==> config.mk <==
export PLATFORM = sky130hd
export DESIGN_NAME = pipelined_mult_n
export DESIGN_NICKNAME = d
export VERILOG_FILES = /design/src/rtl/pmult_pkg.sv /design/src/rtl/pmult_stage.sv /design/src/rtl/pipelined_mult_n.sv
export SDC_FILE = /design/constraint.sdc
export NUM_CORES = 1
export LEC_CHECK = 0
export ABC_CLOCK_PERIOD_IN_PS = 3900
export BUFFER_PORTS_ARGS = -buffer_cell sky130_fd_sc_hd__buf_2
export CAP_MARGIN = 15
export CORE_MARGIN = 2
export CORE_UTILIZATION = 50
export CTS_BUF_LIST = sky130_fd_sc_hd__clkbuf_16
export DETAILED_ROUTE_END_ITERATION = 8
export PLACE_DENSITY = 0.68
export REMOVE_ABC_BUFFERS = 1
export SLEW_MARGIN = 25
export SYNTH_ARGS = -nofsm -noshare
export SYNTH_HDL_FRONTEND = slang
export SYNTH_SLANG_ARGS = --single-unit
==> constraint.sdc <==
create_clock -name clk -period 3.9 [get_ports clk]
set_clock_uncertainty 0.2 [all_clocks]
set_input_delay 0.78 -clock clk [delete_from_list [all_inputs] [get_ports clk]]
set_output_delay 0.78 -clock clk [all_outputs]
set_load 0.02 [all_outputs]
==> src/rtl/pmult_pkg.sv <==
// Shared types and configuration helpers for the pipelined shift-add multiplier.
package pmult_pkg;

    // Per-slot control carried down the pipeline beside the operand/accumulator data.
    typedef struct packed {
        logic valid;
        logic neg;
    } pmult_stage_ctl_t;

    function automatic int pmult_chunk(input int width, input int stages);
        return width / stages;
    endfunction

    function automatic bit pmult_cfg_ok(input int width, input int stages);
        return (width >= 2) && (stages >= 1) && (stages <= width) && ((width % stages) == 0);
    endfunction

endpackage

==> src/rtl/pmult_stage.sv <==
// One shift-add step: adds a * (CHUNK-bit digit of b) << SHIFT and registers the slot.
module pmult_stage
    import pmult_pkg::*;
#(
    parameter int WIDTH = 8,
    parameter int TAG_W = 4,
    parameter int CHUNK = 2,
    parameter int SHIFT = 0
) (
    input  logic                 clk,
    input  logic                 reset,
    input  logic                 i_en,
    input  pmult_stage_ctl_t     i_ctl,
    input  logic [TAG_W-1:0]     i_tag,
    input  logic [WIDTH-1:0]     i_a,
    input  logic [WIDTH-1:0]     i_b,
    input  logic [2*WIDTH-1:0]   i_acc,
    output pmult_stage_ctl_t     o_ctl,
    output logic [TAG_W-1:0]     o_tag,
    output logic [WIDTH-1:0]     o_a,
    output logic [WIDTH-1:0]     o_b,
    output logic [2*WIDTH-1:0]   o_acc
);

    logic [CHUNK-1:0]   w_digit;
    logic [2*WIDTH-1:0] w_pp;

    assign w_digit = i_b[SHIFT +: CHUNK];
    assign w_pp    = ({{WIDTH{1'b0}}, i_a} * {{(2*WIDTH-CHUNK){1'b0}}, w_digit}) << SHIFT;

    // Slot register; holds everything while the pipeline is stalled.
    always_ff @(posedge clk) begin
        if (reset) begin
            o_ctl <= '0;
            o_tag <= '0;
            o_a   <= '0;
            o_b   <= '0;
            o_acc <= '0;
        end else if (i_en) begin
            o_ctl <= i_ctl;
            o_tag <= i_tag;
            o_a   <= i_a;
            o_b   <= i_b;
            o_acc <= i_acc + w_pp;
        end
    end

endmodule

==> src/rtl/pipelined_mult_n.sv <==
// WIDTH x WIDTH pipelined multiplier with valid/ready backpressure and a sideband tag.
// Optional two's-complement mode is enabled by defining PMULT_SIGNED_EN.
module pipelined_mult_n
    import pmult_pkg::*;
#(
    parameter int WIDTH  = 8,
    parameter int STAGES = 4,
    parameter int TAG_W  = 4
) (
    input  logic                 clk,
    input  logic                 reset,
    input  logic                 in_valid,
    output logic                 in_ready,
    input  logic [WIDTH-1:0]     a,
    input  logic [WIDTH-1:0]     b,
    input  logic [TAG_W-1:0]     in_tag,
`ifdef PMULT_SIGNED_EN
    input  logic                 in_signed,
`endif
    output logic                 out_valid,
    input  logic                 out_ready,
    output logic [2*WIDTH-1:0]   product,
    output logic [TAG_W-1:0]     out_tag
);

    localparam int PMULT_CHUNK = pmult_chunk(WIDTH, STAGES);

    if (!pmult_cfg_ok(WIDTH, STAGES)) begin : g_bad_cfg
        $error("pipelined_mult_n: WIDTH must be >= 2 and divisible by STAGES, STAGES in 1..WIDTH");
    end

    pmult_stage_ctl_t   w_ctl [0:STAGES];
    logic [TAG_W-1:0]   w_tag [0:STAGES];
    logic [WIDTH-1:0]   w_a   [0:STAGES];
    logic [WIDTH-1:0]   w_b   [0:STAGES];
    logic [2*WIDTH-1:0] w_acc [0:STAGES];

    pmult_stage_ctl_t   w_ctl_in;
    logic [WIDTH-1:0]   w_a_mag;
    logic [WIDTH-1:0]   w_b_mag;
    logic [2*WIDTH-1:0] w_result;
    logic               w_stall;
    logic               r_out_valid;
    logic [2*WIDTH-1:0] r_product;
    logic [TAG_W-1:0]   r_out_tag;

    assign w_stall  = r_out_valid && !out_ready;
    assign in_ready = !w_stall;

    // Input conditioning: magnitudes and result sign for signed operands.
    always_comb begin
        w_ctl_in.valid = in_valid;
        w_ctl_in.neg   = 1'b0;
        w_a_mag        = a;
        w_b_mag        = b;
`ifdef PMULT_SIGNED_EN
        if (in_signed) begin
            w_ctl_in.neg = a[WIDTH-1] ^ b[WIDTH-1];
            w_a_mag      = a[WIDTH-1] ? (~a + {{(WIDTH-1){1'b0}}, 1'b1}) : a;
            w_b_mag      = b[WIDTH-1] ? (~b + {{(WIDTH-1){1'b0}}, 1'b1}) : b;
        end else begin
            w_ctl_in.neg = 1'b0;
        end
`endif
    end

    assign w_ctl[0] = w_ctl_in;
    assign w_tag[0] = in_tag;
    assign w_a[0]   = w_a_mag;
    assign w_b[0]   = w_b_mag;
    assign w_acc[0] = '0;

    for (genvar k = 0; k < STAGES; k++) begin : g_stage
        pmult_stage #(
            .WIDTH (WIDTH),
            .TAG_W (TAG_W),
            .CHUNK (PMULT_CHUNK),
            .SHIFT (k * PMULT_CHUNK)
        ) u_stage (
            .clk   (clk),
            .reset (reset),
            .i_en  (!w_stall),
            .i_ctl (w_ctl[k]),
            .i_tag (w_tag[k]),
            .i_a   (w_a[k]),
            .i_b   (w_b[k]),
            .i_acc (w_acc[k]),
            .o_ctl (w_ctl[k+1]),
            .o_tag (w_tag[k+1]),
            .o_a   (w_a[k+1]),
            .o_b   (w_b[k+1]),
            .o_acc (w_acc[k+1])
        );
    end

`ifdef PMULT_SIGNED_EN
    assign w_result = w_ctl[STAGES].neg ? (~w_acc[STAGES] + {{(2*WIDTH-1){1'b0}}, 1'b1})
                                        : w_acc[STAGES];
`else
    assign w_result = w_acc[STAGES];
`endif

    // Output register: product/tag/valid, held while the consumer stalls.
    always_ff @(posedge clk) begin
        if (reset) begin
            r_out_valid <= 1'b0;
            r_product   <= '0;
            r_out_tag   <= '0;
        end else if (!w_stall) begin
            r_out_valid <= w_ctl[STAGES].valid;
            r_product   <= w_result;
            r_out_tag   <= w_tag[STAGES];
        end
    end

    assign out_valid = r_out_valid;
    assign product   = r_product;
    assign out_tag   = r_out_tag;

endmodule

==> results of run 1 <==
==> power breakdown <==
| part | switching [mW] | total (mW) | leakage, nW | internal [mW] |
|---|---|---|---|---|
| logic | 0.129 | 0.227 | 2.12 | 0.0981 |
| registers | 0.0389 | 1.43 | 1.07 | 1.39 |
| clock network | 0.595 | 1.59 | 0.283 | 0.997 |
==> worst max-delay path by stage <==
stage / endpoint / cells after the start / start / slack [ns]
2_1_floorplan: g_stage[2].u_stage.o_acc[14]$_SDFFE_PP0N_ / 5 / out_ready / -4.50
3_3_place_gp: g_stage[2].u_stage.o_acc[13]$_SDFFE_PP0N_ / 15 / g_stage[1].u_stage.o_b[5]$_SDFFE_PP0N_ / 0.44
3_5_place_dp: g_stage[3].u_stage.o_acc[14]$_SDFFE_PP0N_ / 14 / g_stage[2].u_stage.o_b[7]$_SDFFE_PP0N_ / 0.36
4_1_cts: g_stage[2].u_stage.o_acc[13]$_SDFFE_PP0N_ / 15 / g_stage[1].u_stage.o_b[5]$_SDFFE_PP0N_ / 0.27
5_1_grt: g_stage[2].u_stage.o_acc[13]$_SDFFE_PP0N_ / 15 / g_stage[1].u_stage.o_b[5]$_SDFFE_PP0N_ / 0.07
6_report: g_stage[2].u_stage.o_acc[13]$_SDFFE_PP0N_ / 15 / g_stage[1].u_stage.o_b[5]$_SDFFE_PP0N_ / 0.24
==> layout make-up <==
type,instances,area (um^2),share of cell area (%)
Clock inverter,15,166,2.13
Clock buffer,17,425,5.44
Timing Repair Buffer,51,285,3.65
Tap cell,176,220,2.81
Sequential cell,131,2620,33.5
Inverter,23,88.8,1.14
Multi-Input combinational cell,680,4020,51.3
==> tightest hold or removal path: cells and delay by family, from the launching register on <==
kind             cells  cell delay, ns
AO/OA/AOI/OAI        1            0.05
AND/OR/NAND/NOR      1            0.05
flip-flops           1            0.30
==> registers in the layout, indices dropped and copies added, names as in the netlist <==
signal	count
g_stage.u_stage.o_a	24
out_tag	4
out_valid	1
g_stage.u_stage.o_b	12
g_stage.u_stage.o_ctl	4
g_stage.u_stage.o_tag	16
product	16
g_stage.u_stage.o_acc	54
==> routing by layer <==
layer	vias to the layer above	track usage, %	routed length [um]
met5	-	0	0
met4	0	7.26	218
met3	17	4.51	371
met2	74	33.2	6650
met1	2607	25.8	6670
li1	3003	-	-
==> cells by family after synthesis <==
| group | share of synthesized area, % |
|---|---|
| xor+xnor | 4.84 |
| flops | 38.1 |
| compound gates | 18.5 |
| buf+inv | 3.65 |
| fa+ha+maj | 11.9 |
| simple gates | 23.1 |
==> synthesized netlist by cell type (all sizes together), types with 6 or more instances <==
cell type,count
nor2b,7
ha,54
fa,7
a21o,13
nor2,30
inv,23
a211oi,11
nand2b,6
or3,8
and2,51
nand3,6
a21oi,131
nand2,234
dfxtp,131
nor3,7
o21ai,31
xnor2,26
o21bai,6
xor2,12
clkbuf,41
==> through the flow <==
step / power (mW) / std cells / setup slack, ns
finish: 3.25 / 1093 / 0.237
detailed placement: 1.69 / 1061 / 0.355
global placement: 1.68 / 1061 / 0.438
global route: 3.38 / 1093 / 0.0670
CTS: 3.29 / 1093 / 0.272
floorplan: 1.61 / 834 / -4.50
==> repair_timing <==
action,CTS,global route
endpoints found under the setup margin,0,1
buffers inserted,0,0
resized for setup,0,1
==> run_results.csv, run 1 <==
group,metric,value,unit
outcome,outcome,"finished, final reports clean",
worst_hold_path,hold_path_class,"flip-flop to flip-flop",
drt,drt_iter0_drc,197,
power,peakVddDrop,258,uV
synth,syn_avg_cell_area,7.84,um^2
die,core_area,13300,um^2
worst_hold_path,hold_path_depth,2,
critical_path,critPathCaptureType,"flip-flop",
synth,synth_area,6880,um^2
drt,wl_per_cell,12.7,um
timing,rsz0062_at_grt,"no",
synth,synth_edf_count,0,
drt,via_per_inst,5.22,
timing,finalHoldViolCount,0,
clock_network,cts_tree,"done",
timing,clock.fmax,273,MHz
synth,synth_area_leader_cell,"dfxtp_1",
synth,synth-seq-area-share,38.1,%
worst_hold_path,holdPathEnd,"product[13]$_SDFFE_PP0N_",
critical_path,path_cells,"and2_1, ha_1, inv_1, fa_1, nor2b_1, o21ai_0, a21boi_0, o21a_1, nor2_1, xnor2_1, ha_1, a21o_1, a221o_1, xor2_1, o21ai_0",
grt,grt_start_max_net_pins,123,
finish,final_cell_mix,"nand2_1 (234), a21oi_1 (131), dfxtp_1 (131)",
placed_design,routabilityCongestion,0.856,
synth,synth_ff_type,"dfxtp_1",
drt,first_pass_iters,5,
synth,syn_inst,878,
grt,antenna_found_initial,0,
critical_path,cp_max_fo,10,
critical_path,slowest_delay,0.47,ns
finish,utilization,58.6,%
die,start_util,51.6,%
clock_network,h-tree-depth,4,
drt,postRouteAntennaNets,0,
clock_network,cts-root-buf,"clkbuf_16",
critical_path,regToRegStartpoint,"g_stage[1].u_stage.o_b[5]$_SDFFE_PP0N_",
timing,fin_crit,3.66,ns
timing,slew_headroom,55.5,%
clock_network,ctsHoldBuffers,0,
clock_network,clock_sinks,131,
timing,whs,0.245,ns
clock_network,numCtsBuffers,17,
finish,n_antenna_cell,0,
finish,mostFrequentLayoutCell,"nand2_1",
flow_run,maxCapViolCount,0,
finish,nets,989,
critical_path,critPathRequiredTime,4.04,ns
placed_design,dpl_cell_area,7230,um^2
grt,grt_pass1_wl,23900,um
clock_network,clk_latency,0.42,ns
synth,synth.distinct_cells,44,
drt,num_vias,5701,
die,die_h,121,um
clock_network,cts.path.max_buffers,2,
power,p_per_area,416,nW/um^2
synth,synth_top_area_share,38.1,%
finish,drive_gt1_share,9.16,%
synth,ys_warn_count,0,
grt,grt_overflow_total,0,
critical_path,cp_num_buf_inv,1,
placed_design,numPortBuffers,45,
grt,grt_pass1_vias,5186,
timing,setup_violations,0,
critical_path,start_kind,"flip-flop",
timing,setup_tns,0,ns
finish,area_delta_synth_final,13.7,%
synth,yosys_register_bits,131,
critical_path,path_delay_family,"compound AO/OA/AOI/OAI gates",
clock_network,clk_pin_slew_worst_paths,0.06,ns
critical_path,ff2ff_path_depth,15,
critical_path,critPathKind,"flip-flop to flip-flop",
die,std_cell_rows,42,
critical_path,r2r_end,"g_stage[2].u_stage.o_acc[13]$_SDFFE_PP0N_",
critical_path,critPathSlowestCell,"dfxtp_1",
synth,synth_area_leaders,"dfxtp_1 (38%), nand2_1 (13%), ha_1 (9.8%)",
critical_path,critPathArrivalTime,3.81,ns
critical_path,rrSetupSlack,0.24,ns
drt,wl,13900,um
power,p_leak,3.47,nW
finish,fillCellCount,1296,
die,fp.dieW,121,um
worst_hold_path,min_from,"product[13]$_SDFFE_PP0N_",
placed_design,dpl.hpwl,9530,um
die,dieArea,14700,um^2
grt,track_usage,20.1,%
timing,post-route-period-util,93.9,%
drt,drcViolationCount,0,
synth,async_flop_share,0,%
timing,slew_violations,0,
timing,worst_pin_slew,0.666,ns
finish,stdcell_area,7820,um^2
die,io_pins,46,
No activity file was read; power rests on OpenSTA's default activity.
==> inputs of run 2 (changes only) <==
--- a/config.mk
+++ b/config.mk
@@ -5,6 +5,7 @@
 export SDC_FILE = /design/constraint.sdc
 export NUM_CORES = 1
 export LEC_CHECK = 0
+export ABC_AREA = 1
 export ABC_CLOCK_PERIOD_IN_PS = 3900
 export BUFFER_PORTS_ARGS = -buffer_cell sky130_fd_sc_hd__buf_2
 export CAP_MARGIN = 15
==> run 2 against run 1 <==
Effect of this change: sequential share of layout area down 2.2 points; critical path depth up 3; wire length up 6.8%.
==> run_results.csv, run 2 <==
group,metric,value,unit
outcome,outcome,"finished, final reports clean",
clock_network,ctsHoldBuffers,0,
critical_path,path_cells,"nand2_1, inv_1, ha_1, inv_1, fa_1, o21ai_2, a21oi_1, nor2_1, nor2_1, xor2_1, inv_1, ha_1, nand2_1, inv_1, a21boi_0, nand3_1, or2_0, a21oi_1",
finish,biggestRegsByFlops,"g_stage.u_stage.o_acc: 54 flops, g_stage.u_stage.o_a: 24 flops",
clock_network,clock_sinks,131,
critical_path,critPathKind,"flip-flop to flip-flop",
die,die_h,126,um
power,power.total,3.36,mW
critical_path,start_kind,"flip-flop",
clock_network,cts_setup_buffers,0,
finish,area_delta_synth_final,12.0,%
finish,stdcell_count,1296,
drt,postRouteAntennaNets,0,
finish,largest_register_ffs,54,
synth,synth_area_leader_cell,"dfxtp_1",
finish,largest_register,"g_stage.u_stage.o_acc",
synth,yosys_register_bits,131,
drt,drt_iter0_drc,377,
drt,via_per_inst,4.88,
critical_path,critPathRequiredTime,4.05,ns
timing,slew_headroom,60.1,%
timing,fin_crit,3.26,ns
critical_path,critPathArrivalTime,3.41,ns
drt,wl_per_cell,11.5,um
worst_hold_path,hold_path_class,"flip-flop to flip-flop",
drt,wl,14800,um
placed_design,dpl.hpwl,10200,um
die,std_cell_rows,44,
power,switching_power,792,uW
power,switching_share,23.6,%
synth,yosysMostFrequentCell,"nor2_1",
finish,final_cell_mix,"nor2_1 (202), inv_1 (158), nand2_1 (158)",
critical_path,crit_top_cell,"inv_1",
grt,track_usage,19.0,%
timing,clock.fmax,307,MHz
synth,synth_top_area_share,35.1,%
placed_design,numPortBuffers,45,
timing,slew_violations,0,
finish,mostFrequentLayoutCell,"nor2_1",
grt,grt_pass1_wl,25200,um
power,peakVddDrop,324,uV
drt,num_vias,6328,
clock_network,cts.path.max_buffers,2,
die,start_util,51.2,%
grt,antenna_found_initial,0,
clock_network,cts-root-buf,"clkbuf_16",
synth,synth_area,7470,um^2
timing,setup_violations,0,
synth,synth_area_leaders,"dfxtp_1 (35%), nor2_1 (10%), ha_1 (9.0%)",
finish,nets,1184,
power,p_seq_share,43.4,%
timing,worst_pin_slew,0.598,ns
timing,post-route-period-util,83.6,%
grt,grt_pass1_vias,5599,
timing,setup_tns,0,ns
die,dieArea,15900,um^2
drt,drcViolationCount,0,
finish,drive_gt1_share,7.82,%
critical_path,critPathSlowestCell,"dfxtp_1",
critical_path,critPathCaptureType,"flip-flop",
synth,synth_edf_count,0,
finish,utilization,57.3,%
clock_network,numCtsBuffers,17,
synth,synth_ff_type,"dfxtp_1",
die,io_pins,46,
synth,synth.distinct_cells,36,
synth,ys_warn_count,0,
finish,n_antenna_cell,0,
die,core_area,14600,um^2
critical_path,slowest_delay,0.47,ns
power,combPwrFrac,8.3,%
die,fp.dieW,126,um
synth,syn_avg_cell_area,6.94,um^2
synth,syn_inst,1077,
clock_network,clk_pin_slew_worst_paths,0.06,ns
flow_run,maxCapViolCount,0,
grt,grt_overflow_total,0,
synth,synth-seq-area-share,35.1,%
clock_network,cts_resized,0,
placed_design,routabilityCongestion,0.864,
synth,async_flop_share,0,%
power,p_int,2.57,mW
clock_network,cts_tree,"done",
synth,yosys-top-cells-count,"nor2_1 (202), nand2_1 (158), inv_1 (155), dfxtp_1 (131), o21ai_0 (126)",
clock_network,h-tree-depth,4,
timing,rsz0062_at_grt,"no",
timing,finalHoldViolCount,0,
critical_path,cp_max_fo,9,
placed_design,dp.cells,1264,
drt,first_pass_iters,5,
grt,grt_start_max_net_pins,82,
power,pwr-share-clk,48.2,%
clock_network,clk_latency,0.42,ns
power,p_per_area,402,nW/um^2
power,p_leak,4.97,nW
[run 2: cell types whose count changed in the layout (fill, tap and decap cells not counted), moves of 39 or more]
| cell | change |
|---|---|
| nand3_1 | +39 |
| nand2_1 | -76 |
| a21oi_1 | -80 |
| o21ai_0 | +95 |
| nor2_1 | +172 |
| and2_1 | -51 |
| inv_1 | +134 |
[run 2: final cells by class]
class,count,area [um^2]
multi-input cells,740,4030
well taps,184,230
fillers,1471,6220
flip-flops and latches,131,2620
repair buffers,52,290
clock buffers,17,425
inverters,157,593
clock inverters,15,175
[run 2: power by group through the flow]
stage	clock network [mW]	registers, mW	logic, mW
6_report	1.62	1.46	0.280
5_1_grt	1.72	1.47	0.325
4_1_cts	1.65	1.46	0.282
3_5_place_dp	0	1.49	0.279
3_3_place_gp	0	1.49	0.276
2_1_floorplan	0	1.48	0.200
[run 2: critical path: cells and delay by family (launching register included)]
kind | cells | cell delay [ns]
DFF | 1 | 0.47
AOI/OAI and AO/OA | 4 | 0.60
buffers and inverters | 4 | 0.21
adders and majority gates | 3 | 0.93
xor gates and xnor gates | 1 | 0.12
and+or+nand+nor | 6 | 0.67
[run 2: cell families after synthesis]
logic type | after synthesis | synth area share (%)
AOI/OAI and AO/OA | 220 | 16.1
xor gates and xnor gates | 36 | 4.22
adders and majority gates | 61 | 10.9
buffers and inverters | 206 | 11.0
DFF | 131 | 35.1
and+or+nand+nor | 423 | 22.7
[run 2: metrics by stage]
stage	instance area, um^2	hold WS [ns]	worst slack (ns)
after global routing	8370	0.276	0.354
after global placement	7760	0.241	0.758
after CTS	8370	0.255	0.626
after detailed placement	7760	0.246	0.650
final	8370	0.253	0.638
after floorplan	7240	0.230	0.0945
[run 2: worst paths after layout]
check	endpoint	depth (start not counted)	startpoint	slack, ns
max reg2reg	g_stage[3].u_stage.o_acc[15]$_SDFFE_PP0N_	18	g_stage[2].u_stage.o_b[7]$_SDFFE_PP0N_	0.64
max	g_stage[3].u_stage.o_acc[15]$_SDFFE_PP0N_	18	g_stage[2].u_stage.o_b[7]$_SDFFE_PP0N_	0.64
min	g_stage[3].u_stage.o_ctl[1]$_SDFFE_PP0N_	2	g_stage[3].u_stage.o_ctl[1]$_SDFFE_PP0N_	0.25
min reg2reg	g_stage[3].u_stage.o_ctl[1]$_SDFFE_PP0N_	2	g_stage[3].u_stage.o_ctl[1]$_SDFFE_PP0N_	0.25
[run 2: layer usage]
layer	up-vias	global-route usage (%)	share of wire [%]
met1	2745	26.8	52
met2	105	29.2	43
met5	-	0	0
met4	0	6.21	1.1
met3	14	4.08	3.8
li1	3464	-	-
==> inputs of run 3 (changes only) <==
--- a/config.mk
+++ b/config.mk
@@ -6,14 +6,14 @@
 export NUM_CORES = 1
 export LEC_CHECK = 0
 export ABC_AREA = 1
-export ABC_CLOCK_PERIOD_IN_PS = 3900
+export ABC_CLOCK_PERIOD_IN_PS = 2900
 export BUFFER_PORTS_ARGS = -buffer_cell sky130_fd_sc_hd__buf_2
 export CAP_MARGIN = 15
 export CORE_MARGIN = 2
 export CORE_UTILIZATION = 50
 export CTS_BUF_LIST = sky130_fd_sc_hd__clkbuf_16
 export DETAILED_ROUTE_END_ITERATION = 8
-export PLACE_DENSITY = 0.68
+export PLACE_DENSITY = 0.7
 export REMOVE_ABC_BUFFERS = 1
 export SLEW_MARGIN = 25
 export SYNTH_ARGS = -nofsm -noshare
==> constraint.sdc (replaced) <==
create_clock -name clk -period 2.9 [get_ports clk]
set_clock_uncertainty 0.2 [all_clocks]
set_input_delay 0.58 -clock clk [delete_from_list [all_inputs] [get_ports clk]]
set_output_delay 0.58 -clock clk [all_outputs]
set_load 0.02 [all_outputs]
==> run 3 against run 2 <==
Effect of this change: the run now ends with negative setup slack left; sequential power grew 34%; core utilization grew 6.6 points; combinational power grew 61%; clock power grew 41%; largest power group unchanged.
==> run_results.csv, run 3 (synthesized netlist as in run 2, its figures left out) <==
group,metric,value,unit
outcome,outcome,"finished with violations",
outcome,violations,"negative setup slack",
power,p_per_area,503,nW/um^2
timing,finalWorstSetupSlack,-0.0908,ns
die,core_area,14600,um^2
finish,multi_input_area,4550,um^2
drt,via_per_inst,4.98,
finish,nets,1229,
finish,largest_register_ffs,54,
drt,num_vias,6678,
critical_path,start_kind,"flip-flop",
timing,setup_tns,-0.220,ns
clock_network,clock_sinks,131,
die,start_util,51.2,%
die,io_pins,46,
clock_network,clk_pin_slew_worst_paths,0.06,ns
critical_path,critPathKind,"flip-flop to flip-flop",
die,die_h,126,um
finish,drive_gt1_share,21.0,%
finish,mostFrequentLayoutCell,"nor2_1",
clock_network,cts.path.max_buffers,2,
power,p_leak,5.30,nW
timing,slew_violations,0,
drt,drt_iter0_drc,368,
grt,track_usage,20.2,%
critical_path,cp_max_fo,5,
clock_network,clk_latency,0.43,ns
clock_network,numCtsBuffers,17,
timing,worst_pin_slew,0.478,ns
placed_design,routabilityCongestion,0.865,
finish,largest_register,"g_stage.u_stage.o_acc",
grt,grt_overflow_total,0,
grt,grt_start_max_net_pins,117,
finish,biggestRegsByFlops,"g_stage.u_stage.o_acc: 54 flops, g_stage.u_stage.o_a: 24 flops",
drt,drcViolationCount,0,
timing,rsz0062_at_grt,"yes",
die,std_cell_rows,44,
worst_hold_path,hold_path_class,"input pin to flip-flop",
grt,grt_pass1_vias,5882,
clock_network,cts_tree,"done",
timing,slew_headroom,68.2,%
critical_path,critPathCaptureType,"flip-flop",
clock_network,cts-root-buf,"clkbuf_16",
timing,fin_crit,2.99,ns
timing,finalHoldViolCount,0,
drt,first_pass_iters,5,
placed_design,dp.cells,1299,
finish,n_antenna_cell,0,
finish,stdcell_area,9330,um^2
finish,area_delta_synth_final,24.8,%
finish,stdcell_count,1340,
placed_design,numPortBuffers,45,
die,fp.dieW,126,um
clock_network,h-tree-depth,4,
critical_path,critPathArrivalTime,3.12,ns
critical_path,critPathRequiredTime,3.03,ns
drt,wl,16700,um
drt,postRouteAntennaNets,0,
timing,clock.fmax,334,MHz
timing,post-route-period-util,103,%
finish,final_cell_mix,"nor2_1 (202), nand2_1 (143), inv_1 (136)",
power,peakVddDrop,384,uV
drt,wl_per_cell,12.5,um
flow_run,maxCapViolCount,0,
grt,antenna_found_initial,0,
grt,grt_pass1_wl,26600,um
finish,regArea,2650,um^2
timing,setup_violations,4,
placed_design,dpl_cell_area,8070,um^2
die,dieArea,15900,um^2
finish,fillCellCount,1256,
placed_design,dpl.hpwl,10300,um
-- run 3: cell types whose count changed in the layout (fill, tap and decap cells not counted), sizes merged --
cell,previous run,this run
inv,160,158
clkinvlp,2,0
bufinv,4,5
clkinv,6,8
buf,52,97
-- run 3: what timing repair did --
action                     4_1_cts  5_1_grt
setup buffers                    2        8
hold buffers                     0        0
gates resized for setup         18      126
setup endpoints to repair       10       15
pin swaps                        6       72
-- run 3: critical path, stage by stage, from the launching register on --
cell and delay (ns):
dfxtp_2 0.35, nand2_1 0.05, inv_1 0.05, ha_2 0.18, inv_2 0.04, fa_2 0.37, o21ai_2 0.14, a31oi_1 0.12
xor2_1 0.18, ha_1 0.39, inv_2 0.08, nor3_4 0.21, nand3_2 0.11, nand3_2 0.10, nand2b_4 0.13, nand3_2 0.06
nand2_1 0.08, inv_1 0.03
-- run 3: routing by layer --
layer | vias to the layer above | global-route usage [%] | wire length [um]
li1 | 3555 | - | -
met1 | 2972 | 27.5 | 8130
met2 | 120 | 31.7 | 7620
met3 | 31 | 3.95 | 625
met4 | 0 | 7.69 | 321
met5 | - | 0 | 0
-- run 3: stage by stage --
step                setup slack [ns]  hold slack (ns)  total power [mW]  util (%)
floorplan                     -0.584            0.230              2.26         -
global placement             -0.0723            0.242              2.40      55.3
detailed placement            -0.202            0.252              2.41      55.3
CTS                          -0.0133            0.187              4.69      60.0
global route                  -0.284            0.234              4.89      63.9
finish                       -0.0908            0.200              4.69      63.9
-- run 3: cell type report --
cell class	count	area share (%)
clock inverter	14	2.09
tap	184	2.47
timing repair buffer	97	7.26
clock buffer	17	4.56
sequential	131	28.4
inverter	157	6.39
multi-input combinational	740	48.8
-- run 3: path summary, 6_finish.rpt --
path,cells after the start,startpoint,to,slack [ns]
worst max-delay path,17,g_stage[1].u_stage.o_b[4]$_SDFFE_PP0N_,g_stage[2].u_stage.o_acc[13]$_SDFFE_PP0N_,-0.09
worst min-delay path,3,b[2],g_stage[0].u_stage.o_b[2]$_SDFFE_PP0N_,0.20
worst max register to register,17,g_stage[1].u_stage.o_b[4]$_SDFFE_PP0N_,g_stage[2].u_stage.o_acc[13]$_SDFFE_PP0N_,-0.09
worst min register to register,2,g_stage[3].u_stage.o_ctl[1]$_SDFFE_PP0N_,g_stage[3].u_stage.o_ctl[1]$_SDFFE_PP0N_,0.26
-- run 3: power by group --
| part | switching (mW) | total, mW | internal [mW] |
|---|---|---|---|
| sequential | 0.0633 | 1.96 | 1.90 |
| combinational | 0.261 | 0.452 | 0.191 |
| clock | 0.779 | 2.28 | 1.50 |
